[src/rtl/ifetch_queue.sv]
`default_nettype none
// ============================================================================
// Module      : ifetch_queue
// Description : Issues PC-register fetch addresses to instruction memory and
//               queues returned instructions with their PC for decode.
//               Define IFQ_BYPASS_EN to forward an ack straight to decode
//               when the queue is empty.
// Revision    : 1.0 - initial release
// ============================================================================
module ifetch_queue #(
    parameter int DEPTH = 4,
    parameter int PTR_W = 2
) (
    input  logic        pc_clk,
    input  logic        rst,
    input  logic [31:0] pc_in,
    input  logic        pc_valid,
    output logic        pc_ready,
    output logic        imem_req,
    output logic [31:0] imem_addr,
    input  logic        imem_ack,
    input  logic [31:0] imem_rdata,
    input  logic        flush,
    output logic        id_valid,
    input  logic        id_ready,
    output logic [31:0] id_inst,
    output logic [31:0] id_pc
);

    localparam logic [PTR_W:0] c_DEPTH = (PTR_W + 1)'(DEPTH);

    typedef enum logic [1:0] {
        ST_IDLE  = 2'd0,
        ST_WAIT  = 2'd1,
        ST_DRAIN = 2'd2
    } state_t;

    state_t           r_state;
    logic [31:0]      r_req_pc;
    logic [PTR_W-1:0] r_wr_ptr;
    logic [PTR_W-1:0] r_rd_ptr;
    logic [PTR_W:0]   r_count;
    logic [31:0]      r_inst_mem [DEPTH];
    logic [31:0]      r_pc_mem   [DEPTH];

    logic w_accept;
    logic w_ack_live;
    logic w_bypass;
    logic w_push;
    logic w_pop;
    logic w_fifo_nonempty;

    assign w_fifo_nonempty = (r_count != '0);
    assign pc_ready        = (r_state == ST_IDLE) && (r_count < c_DEPTH) && !flush;
    assign w_accept        = pc_valid && pc_ready;
    assign w_ack_live      = (r_state == ST_WAIT) && imem_ack && !flush;

`ifdef IFQ_BYPASS_EN
    assign w_bypass = !w_fifo_nonempty && w_ack_live;
`else
    assign w_bypass = 1'b0;
`endif

    // A bypassed response consumed by decode in the ack cycle is never stored
    assign w_push = w_ack_live && !(w_bypass && id_ready);
    assign w_pop  = w_fifo_nonempty && id_ready && !flush;

    assign id_valid = w_fifo_nonempty || w_bypass;

    always_comb begin
        id_inst = 32'd0;
        id_pc   = 32'd0;
        if (w_fifo_nonempty) begin
            id_inst = r_inst_mem[r_rd_ptr];
            id_pc   = r_pc_mem[r_rd_ptr];
        end else if (w_bypass) begin
            id_inst = imem_rdata;
            id_pc   = r_req_pc;
        end
    end

    always_ff @(posedge pc_clk or posedge rst) begin
        if (rst) begin
            r_state   <= ST_IDLE;
            imem_req  <= 1'b0;
            imem_addr <= 32'd0;
            r_req_pc  <= 32'd0;
        end else begin
            case (r_state)
                ST_IDLE: begin
                    if (w_accept) begin
                        imem_addr <= {pc_in[31:2], 2'b00};
                        imem_req  <= 1'b1;
                        r_req_pc  <= pc_in;
                        r_state   <= ST_WAIT;
                    end
                end
                ST_WAIT: begin
                    // Ack ends the request whether or not a flush drops its data
                    if (imem_ack) begin
                        imem_req <= 1'b0;
                        r_state  <= ST_IDLE;
                    end else if (flush) begin
                        r_state <= ST_DRAIN;
                    end
                end
                ST_DRAIN: begin
                    if (imem_ack) begin
                        imem_req <= 1'b0;
                        r_state  <= ST_IDLE;
                    end
                end
                default: begin
                    imem_req <= 1'b0;
                    r_state  <= ST_IDLE;
                end
            endcase
        end
    end

    always_ff @(posedge pc_clk or posedge rst) begin
        if (rst) begin
            r_wr_ptr <= '0;
            r_rd_ptr <= '0;
            r_count  <= '0;
        end else if (flush) begin
            r_wr_ptr <= '0;
            r_rd_ptr <= '0;
            r_count  <= '0;
        end else begin
            if (w_push) begin
                r_wr_ptr <= r_wr_ptr + 1'b1;
            end
            if (w_pop) begin
                r_rd_ptr <= r_rd_ptr + 1'b1;
            end
            case ({w_push, w_pop})
                2'b10:   r_count <= r_count + 1'b1;
                2'b01:   r_count <= r_count - 1'b1;
                default: r_count <= r_count;
            endcase
        end
    end

    // Storage needs no reset: entries are only visible while counted
    always_ff @(posedge pc_clk) begin
        if (w_push) begin
            r_inst_mem[r_wr_ptr] <= imem_rdata;
            r_pc_mem[r_wr_ptr]   <= r_req_pc;
        end
    end

endmodule
`default_nettype wire

[config.mk]
export PLATFORM = sky130hd
export DESIGN_NAME = ifetch_queue
export DESIGN_NICKNAME = d
export VERILOG_FILES = /design/src/rtl/ifetch_queue.sv
export SDC_FILE = /design/constraint.sdc
export NUM_CORES = 1
export LEC_CHECK = 0
export CAP_MARGIN = 10
export CORE_MARGIN = 8
export CORE_UTILIZATION = 54
export CTS_CLUSTER_SIZE = 30
export DETAILED_ROUTE_END_ITERATION = 7
export GPL_ROUTABILITY_DRIVEN = 1
export PLACE_DENSITY = 0.79
export SLEW_MARGIN = 20
export SYNTH_ARGS = -nofsm -noshare
export SYNTH_HDL_FRONTEND = slang
export SYNTH_SLANG_ARGS = --single-unit
[constraint.sdc]
create_clock -name pc_clk -period 8.1 [get_ports pc_clk]
set_input_delay 1.62 -clock pc_clk [delete_from_list [all_inputs] [get_ports pc_clk]]
set_output_delay 1.62 -clock pc_clk [all_outputs]
set_load 0.01 [all_outputs]
==> run summary <==
Status: complete, no violations
Area leader, netlist: edfxtp_1
Worst path cell trace: buf_4 > mux4_2 > and2_1 > clkdlybuf4s50_1
Clock Skews: 0.009792 ns
Via Count: 5714
Synth top area cells: edfxtp_1 65%, mux4_2 12%, dfrtp_1 8.9%, and2_1 3.4%, mux2_2 3.1%
Reg2reg start: r_state[1]
Synth top area share: 65.11%
Commonest non-fill, non-tap cell in the layout: edfxtp_1
Initial Util: 54.61%
Via/cell ratio: 5.558
Post-synthesis cell count: 578
Ys async rst share: 14.09%
Post-DP HPWL: 13600 um
CTS tree: built
Slowest stage delay, CP: 0.85 ns
Syn avg cell area: 20.43 sq um
Final Slew Violations: 0
GPL Wtd Cong: 0.7245
Row count: 54
Worst-margin pin slew: 0.9797 ns
Hold Path End: r_pc_mem[2][0]
WP data arrival: 3.36 ns
Final WL: 22610 um
P_leak: 4.849 nW
Initial antenna violation count: 0
Crit-path slowest cell: dfrtp_4
Reg2Reg Depth: 8
Total track usage: 16.84%
Post-route setup slack: 3.118 ns
Hold buffer count at cts: 0
Final Hold Viols: 0
Postcts setup bufs: 0
Iter 0 DRT Violations: 315
Ys Warns: 0
Total gr overflow: 0
Hold crit path type: reg2reg
# nets final: 804
Post-Place Setup Slack: 3.232 ns
Worst-Skew Late Latency: 0.54 ns
WP buf/inv: 2
Number of remaining DRC errors: 0
Full die area: 26850 sq um
Critical Path Start: r_rd_ptr[0]
Root buffer cell: clkbuf_16
Post-synth EDFFs: 256
Via count of the first global-routing pass: 6241
First-pass GRT wire length: 34980 um
Setup crit end kind: output pin
I/O pins: 169
Die width: 163.9 um
Routed Antenna Nets: 0
Crit path time final: 4.982 ns
Library cells used by synthesis: 31
Most used DFF post-synth: edfxtp_1
Max Fclk: 200.7 MHz
Hold Crit Start: r_req_pc[0]
Core Footprint: 21620 sq um
TritonCTS Buffers: 29
Maxcap violations: 0
PD cells: 347.8 nW/um^2
Most frequent cells in the layout: 256 x edfxtp_1, 166 x clkdlybuf4s50_1, 64 x mux4_2, 64 x and2_1, 40 x dfrtp_1
Seq/Total Area, Yosys: 74.01%
Layout area overhead: 23.58%
Synthesized area: 11810 sq um
Setup TNS: 0 ns
CP required: 6.48 ns
Drt wl/cell: 21.99 um
# setup viols final: 0
Dpl cells: 974
First-pass DRT Iterations: 4
Clk buf depth: 3
Reg clk slew, reported paths: 0.06 ns
Startpoint Class: register
Non-filler cells, final: 1028
WS Path Type: reg2out
Register bit count reported by yosys: 298
Rel. slew slack: 34.69%
Crit-path leading delay family: buffers and inverters
N_diodes: 0
Port Buffers: 166
Final Cycle Share: 61.51%
Post-CTS Resized: 0
Unrepaired setup endpoints after global routing: no
Die Span Y: 163.9 um
Crit path max fanout: 34
Worst reg2reg path endpoint: r_count[2]
R2r setup slk: 5.61 ns
Layout cells sized above 1: 22.46%
Num Clock Sinks: 298
Largest net degree at the start of global routing: 68
H-tree levels: 1
Hold Path Depth: 0
Worst vdd ir: 0.0002404 V
-- synthesized netlist by cell type, drive strengths merged (2+ instances only) --
master  count
a211oi      2
nor2        5
mux2i       2
edfxtp    256
nand2b      3
o22ai       2
mux2       33
mux4       64
nand2       3
nor3b       7
nand3       2
and2       65
ha          8
dfrtp      42
a21oi       5
clkbuf      9
buf        51
inv         7
xor2        5
-- logic make-up (layout without fill, tap and decap cells) --
kind of cell               Yosys count  count (layout)  share of synthesized area [%]
AOI/OAI and AO/OA                   12              12                         0.6675
xor gates and xnor gates             6               6                         0.4451
adders and majority gates            9               9                          1.017
buffers and inverters               67             236                          3.794
DFF                                298             298                          74.01
muxes                               99              99                          15.56
other                                1               2                        0.03176
and+or+nand+nor                     86              86                          4.482
-- worst register-to-register path, delay by kind of cell, from the launching register on --
family          cells  cell delay (ns)
simple gates        3             0.88
fa+ha+maj           2             0.69
flops               1             0.38
compound gates      2             0.30
buf+inv             1             0.12
-- sequential cells by signal, indices dropped and copies added (netlist names) --
register and count:
r_wr_ptr 2, r_pc_mem 128, r_inst_mem 128, r_count 3, imem_req 1, r_state 2
r_req_pc 32, r_rd_ptr 2
-- final cells by class --
class                           count  area, sq um
Multi-Input combinational cell    214         2651
Inverter                            7        26.28
Timing Repair Buffer              175         1729
Sequential cell                   298         8746
Tap cell                          280        350.3
Clock buffer                       35        778.2
Fill cell                        1371         7029
Clock inverter                     19        310.3
-- metrics by stage --
stage          utilization (%)  total power [mW]  hold WS, ns  cell area, sq um
2_1_floorplan                -             3.020       0.4724             11810
3_5_place_dp             62.45             3.644       0.5124             13500
5_1_grt                  67.49             5.307       0.5490             14590
3_3_place_gp             62.44             3.593       0.4844             13500
4_1_cts                  67.49             5.146       0.5298             14590
6_report                 67.49             5.075       0.5242             14590
-- layer usage --
layer / track usage [%] / up-vias / part of all wire [%]
li1: - / 2521 / -
met1: 21.22 / 2973 / 40
met2: 29.64 / 180 / 52
met3: 3.008 / 40 / 5.5
met4: 4.545 / 0 / 2.0
met5: 0 / - / 0
-- worst max path at each step --
stage,end,slack (ns),cells after the start
6_report,id_pc[18],3.12,4
4_1_cts,id_pc[18],3.00,4
3_3_place_gp,pc_ready,3.30,3
5_1_grt,id_inst[23],2.87,4
3_5_place_dp,pc_ready,3.23,3
2_1_floorplan,r_inst_mem[0][0],0.91,3
-- where the power goes --
part           total (mW)  internal (mW)  leakage (nW)  switching, mW
clock                1.49          0.940         0.528          0.547
combinational        1.44          0.847          1.50          0.597
sequential           2.14           1.94          2.82          0.207
No activity file was read; power rests on OpenSTA's default activity.
==> patch 1 (same settings) <==
The 3 states of `state_t` get a one-hot encoding in 3 bits.
--- a/src/rtl/ifetch_queue.sv
+++ b/src/rtl/ifetch_queue.sv
@@ -31,6 +31,6 @@
 
-    typedef enum logic [1:0] {
-        ST_IDLE  = 2'd0,
-        ST_WAIT  = 2'd1,
-        ST_DRAIN = 2'd2
+    typedef enum logic [2:0] {
+        ST_IDLE  = 3'b001,
+        ST_WAIT  = 3'b010,
+        ST_DRAIN = 3'b100
     } state_t;
Formal check against the unedited RTL: no difference found for any inputs over 4 cycles, from zero or initial values and one cycle with rst high; so few cycles prove little.
==> patch 1 against the original RTL <==
Count of clock-buffer cells in the layout increased by 4. Highest routed layer unchanged. Final area decreased by 0.71%. Area after synthesis increased by 0.55%. Sequential cell count increased by 1. Maximum frequency decreased by 0.19%. Total power decreased by 16%. Die area increased by 0.49%. Critical path depth decreased by 1. Combinational power decreased by 33%. Clock skew increased by 0.0049 ns. Global-route usage increased by 0.19 points. Worst setup slack got worse by 0.0094 ns. Wire length increased by 0.38%.
==> patch 1: results (changes against the original RTL) <==
area_share_clock_buf_inv_pct: 6.581  # was 7.460%
final.clkbuf_count: 39  # was 35
worstPathArrival_ns: 3.37  # was 3.36 ns
post_synth_most_frequent_cells: "sky130_fd_sc_hd__edfxtp_1 (256), sky130_fd_sc_hd__and2_1 (70), sky130_fd_sc_hd__mux4_2 (64)"  # was sky130_fd_sc_hd__edfxtp_1 (256), sky130_fd_sc_hd__and2_1 (65), sky130_fd_sc_hd__mux4_2 (64)
vias_in_the_first_global_route: 6432  # was 6241
ys_ff_latch: 299  # was 298
nonClockBufferCount: 167  # was 175
worst-slew-pin-transition_ns: 1.023  # was 0.9797 ns
placed_cells: 962  # was 974
layout.non_clock_inverters: 3  # was 7
drt_first_iter_violations: 239  # was 315
timing.critical_path.slowest_stage_cell: "sky130_fd_sc_hd__clkdlybuf4s50_1"  # was sky130_fd_sc_hd__dfrtp_4
synth_xor_xnor_area_share_pct: 0.3688  # was 0.4451%
data_buffer_area_share_pct: 11.52  # was 11.85%
adder_and_majority_cell_fraction_of_the_synthesized_area_pct: 0.5902  # was 1.017%
routed_via_count: 5585  # was 5714
postPlaceCellArea_um2: 13530  # was 13500 um^2
detail_route.wirelength.met1_um: 8794  # was 9056 um
worst_path_largest_cell_delay_ns: 0.64  # was 0.85 ns
finClkSkew_ns: 0.01468  # was 0.009792 ns
asyncSetResetFlopFracSynth_pct: 14.38  # was 14.09%
seq_area_frac_synth_pct: 73.82  # was 74.01%
max-vdd-ir-drop_v: 0.0001929  # was 0.0002404 V
syn_area_per_cell_um2: 20.76  # was 20.43 um^2
leakagePower_nw: 4.873  # was 4.849 nW
post_route_cells_drive_above_1_share_pct: 21.33  # was 22.46%
synthDistinctLibCells: 40  # was 31
dp_worst_setup_slack_ns: 3.125  # was 3.232 ns
synth-compound-area-share_pct: 0.6428  # was 0.6676%
status: "finished clean"  # unchanged
nets: 788  # was 804
dr_wl_met3_um: 1178  # was 1247 um
[patch 1: path summary, 6_finish.rpt]
path                                        start                     endpoint  slack, ns  cells after the start
max                                         flush                     pc_ready       3.11                      3
max reg2reg                r_state[2]$_DFFE_PP0P_  r_inst_mem[0][15]$_DFFE_PP_       5.57                      4
max in group asynchronous                     rst      r_rd_ptr[1]$_DFFE_PP0P_       5.99                      2
min reg2reg                  imem_req$_DFFE_PP0P_         imem_req$_DFFE_PP0P_       0.51                      1
min in group asynchronous                     rst     r_req_pc[19]$_DFFE_PP0P_       1.55                      2
min                          imem_req$_DFFE_PP0P_         imem_req$_DFFE_PP0P_       0.51                      1
[patch 1: power groups by stage]
| stage | sequential, mW | clock (mW) | combinational, mW |
|---|---|---|---|
| after floorplan | 1.95 | 0 | 0.621 |
| after global placement | 2.00 | 0 | 0.965 |
| after detailed placement | 2.03 | 0 | 0.977 |
| after CTS | 1.99 | 1.34 | 0.987 |
| after global routing | 2.01 | 1.40 | 1.02 |
| final | 1.99 | 1.31 | 0.961 |
==> patch 2 (config.mk and constraints unchanged) <==
Made on the original files. The option `IFQ_BYPASS_EN` is turned on by a define.
--- a/src/rtl/ifetch_queue.sv
+++ b/src/rtl/ifetch_queue.sv
@@ -9,2 +9,4 @@
 // ============================================================================
+`define IFQ_BYPASS_EN
+
 module ifetch_queue #(
Function: changed (Yosys sat finds a counterexample within 4 cycles, from zero or initial values and one cycle with rst high).
==> patch 2 against the original RTL <==
Sequential share of layout area is 0.082 points higher. Worst setup slack worse by 0.98 ns. Non-clock buffer count is 6 lower. Area after synthesis is 2.1% higher. Critical path depth is 2 higher. Final area is 0.14% lower. Wire length is 6.6% higher. Total power is 14% lower. Sequential cell count stayed put. Largest cell class unchanged.
==> patch 2: results (changes against the original RTL) <==
synthDistinctLibCells: 40  # was 31
finClkSkew_ns: 0.01027  # was 0.009792 ns
number_of_enable_type_register_cells_in_the_synthesized_netlist: 256  # unchanged
nets: 803  # was 804
cts.repair.resized: 0  # unchanged
insertion_delay_of_the_later_clocked_pin_in_the_worst_skew_pair_ns: 0.53
seq_area_frac_synth_pct: 72.47  # was 74.01%
htreeDepth: 1  # unchanged
max-vdd-ir-drop_v: 0.0001881  # was 0.0002404 V
clkTransAtPathRegs_ns: 0.06  # about the same
wire_length_of_the_first_global_routing_pass_um: 37800  # was 34980 um
switching_share_pct: 26.06  # was 26.62%
netlist.top_cell.by_area: "sky130_fd_sc_hd__edfxtp_1"  # unchanged
status: "finished clean"  # unchanged
reg.largest.list: "r_inst_mem: 128 flops, r_pc_mem: 128 flops, r_req_pc: 32 flops"  # unchanged
slew_headroom_pct: 33.00  # was 34.69%
gpl.final_weighted_congestion: 0.7141  # was 0.7245
tritoncts.num_buffers: 29  # unchanged
worstPathArrival_ns: 4.34  # was 3.36 ns
place.port_buffers: 166  # unchanged
fill_cells: 1405  # was 1371
detail_route.wirelength_um: 24100  # was 22610 um
drt_first_iter_violations: 423  # was 315
routed_via_count: 6090  # was 5714
asyncSetResetFlopFracSynth_pct: 14.09  # unchanged
cts.repair_timing.setup_buffer_count: 0  # unchanged
post_route_cells_drive_above_1_share_pct: 20.75  # was 22.46%
cts_buffer_depth: 3  # unchanged
buffer_cell_driving_the_clock_tree_root: "sky130_fd_sc_hd__clkbuf_16"  # unchanged
synth_top_cells_by_area: "sky130_fd_sc_hd__edfxtp_1 (64%), sky130_fd_sc_hd__mux4_2 (12%), sky130_fd_sc_hd__dfrtp_1 (8.7%)"  # was sky130_fd_sc_hd__edfxtp_1 (65%), sky130_fd_sc_hd__mux4_2 (12%), sky130_fd_sc_hd__dfrtp_1 (8.9%)
antenna-diode-count: 0  # unchanged
count_of_yosys_warnings_during_synthesis: 0  # unchanged
dp_hpwl_um: 14010  # was 13600 um
detailedRoute.firstPassIterationCount: 5  # was 4
timing.hold.worst.class: "register to register"  # unchanged
globalRoute.totalOverflow: 0  # unchanged
leakagePower_nw: 4.805  # was 4.849 nW
post_synth_most_frequent_cells: "sky130_fd_sc_hd__edfxtp_1 (256), sky130_fd_sc_hd__a22o_1 (64), sky130_fd_sc_hd__mux4_2 (64)"  # was sky130_fd_sc_hd__edfxtp_1 (256), sky130_fd_sc_hd__and2_1 (65), sky130_fd_sc_hd__mux4_2 (64)
vias_in_the_first_global_route: 6680  # was 6241
globalRouteTotalUtil_pct: 17.86  # was 16.84%
maximum_fanout_count_along_the_critical_path: 64  # was 34
initial_antenna_violation_count: 0  # unchanged
pin_count_of_the_biggest_net_entering_global_routing: 66  # was 68
## patch 2: routing by layer
metal / global-route usage (%) / vias to the layer above / wire (um)
met2: 29.96 / 233 / 12030
met4: 4.343 / 0 / 369
met3: 3.446 / 32 / 1700
met1: 23.84 / 3168 / 9996
li1: - / 2657 / -
met5: 0 / - / 0
## patch 2: layout make-up
| class | instances | share of cell area (%) |
|---|---|---|
| Tap cell | 280 | 2.404 |
| Clock inverter | 18 | 1.133 |
| Inverter | 6 | 0.1546 |
| Sequential cell | 298 | 60.02 |
| Clock buffer | 35 | 5.341 |
| Multi-Input combinational cell | 221 | 19.39 |
| Timing Repair Buffer | 169 | 11.56 |
## patch 2: worst paths after layout
path,cells past startpoint,slack (ns),startpoint,endpoint
max reg2reg,8,5.04,r_count[0]$_DFFE_PP0P_,r_count[2]$_DFFE_PP0P_
min reg2reg,0,0.57,r_req_pc[24]$_DFFE_PP0P_,r_pc_mem[3][24]$_DFFE_PP_
max in group asynchronous,2,5.77,rst,r_rd_ptr[1]$_DFFE_PP0P_
min,0,0.57,r_req_pc[24]$_DFFE_PP0P_,r_pc_mem[3][24]$_DFFE_PP_
max,6,2.14,flush,id_inst[31]
min in group asynchronous,2,1.63,rst,r_req_pc[7]$_DFFE_PP0P_
## patch 2: power groups by stage
stage / Sequential [mW] / Clock, mW / Combinational, mW
3_3_place_gp: 2.08 / 0 / 0.984
5_1_grt: 2.10 / 1.40 / 1.07
6_report: 2.07 / 1.31 / 0.996
4_1_cts: 2.07 / 1.34 / 1.01
2_1_floorplan: 2.02 / 0 / 0.667
3_5_place_dp: 2.10 / 0 / 1.01
## patch 2: per-stage QoR
step / hold WS (ns) / worst slack [ns] / instances / instance area [um^2] / utilization, %
floorplan: 0.4929 / 3.918 / 592 / 12060 / -
global placement: 0.5222 / 2.323 / 974 / 13630 / 62.25
detailed placement: 0.5537 / 2.199 / 974 / 13630 / 62.25
CTS: 0.5688 / 2.194 / 1027 / 14570 / 66.56
global route: 0.6003 / 2.003 / 1027 / 14570 / 66.56
finish: 0.5727 / 2.141 / 1027 / 14570 / 66.56
## patch 2: logic make-up after synthesis
kind of cell | synth area share (%)
AO/OA/AOI/OAI | 5.438
XOR/XNOR | 0.2906
adder cells (fa/ha/maj) | 0.8924
buffers and inverters | 4.306
flip-flops | 72.47
multiplexers | 15.09
other | 0.03110
AND/OR/NAND/NOR | 1.484
## patch 2: critical path, cell delays in order
cell and delay (ns):
sky130_fd_sc_hd__clkdlybuf4s50_1 0.63, sky130_fd_sc_hd__nor2_1 0.25, sky130_fd_sc_hd__nor4b_4 0.24, sky130_fd_sc_hd__buf_4 0.69, sky130_fd_sc_hd__a22o_1 0.30, sky130_fd_sc_hd__clkdlybuf4s50_1 0.56
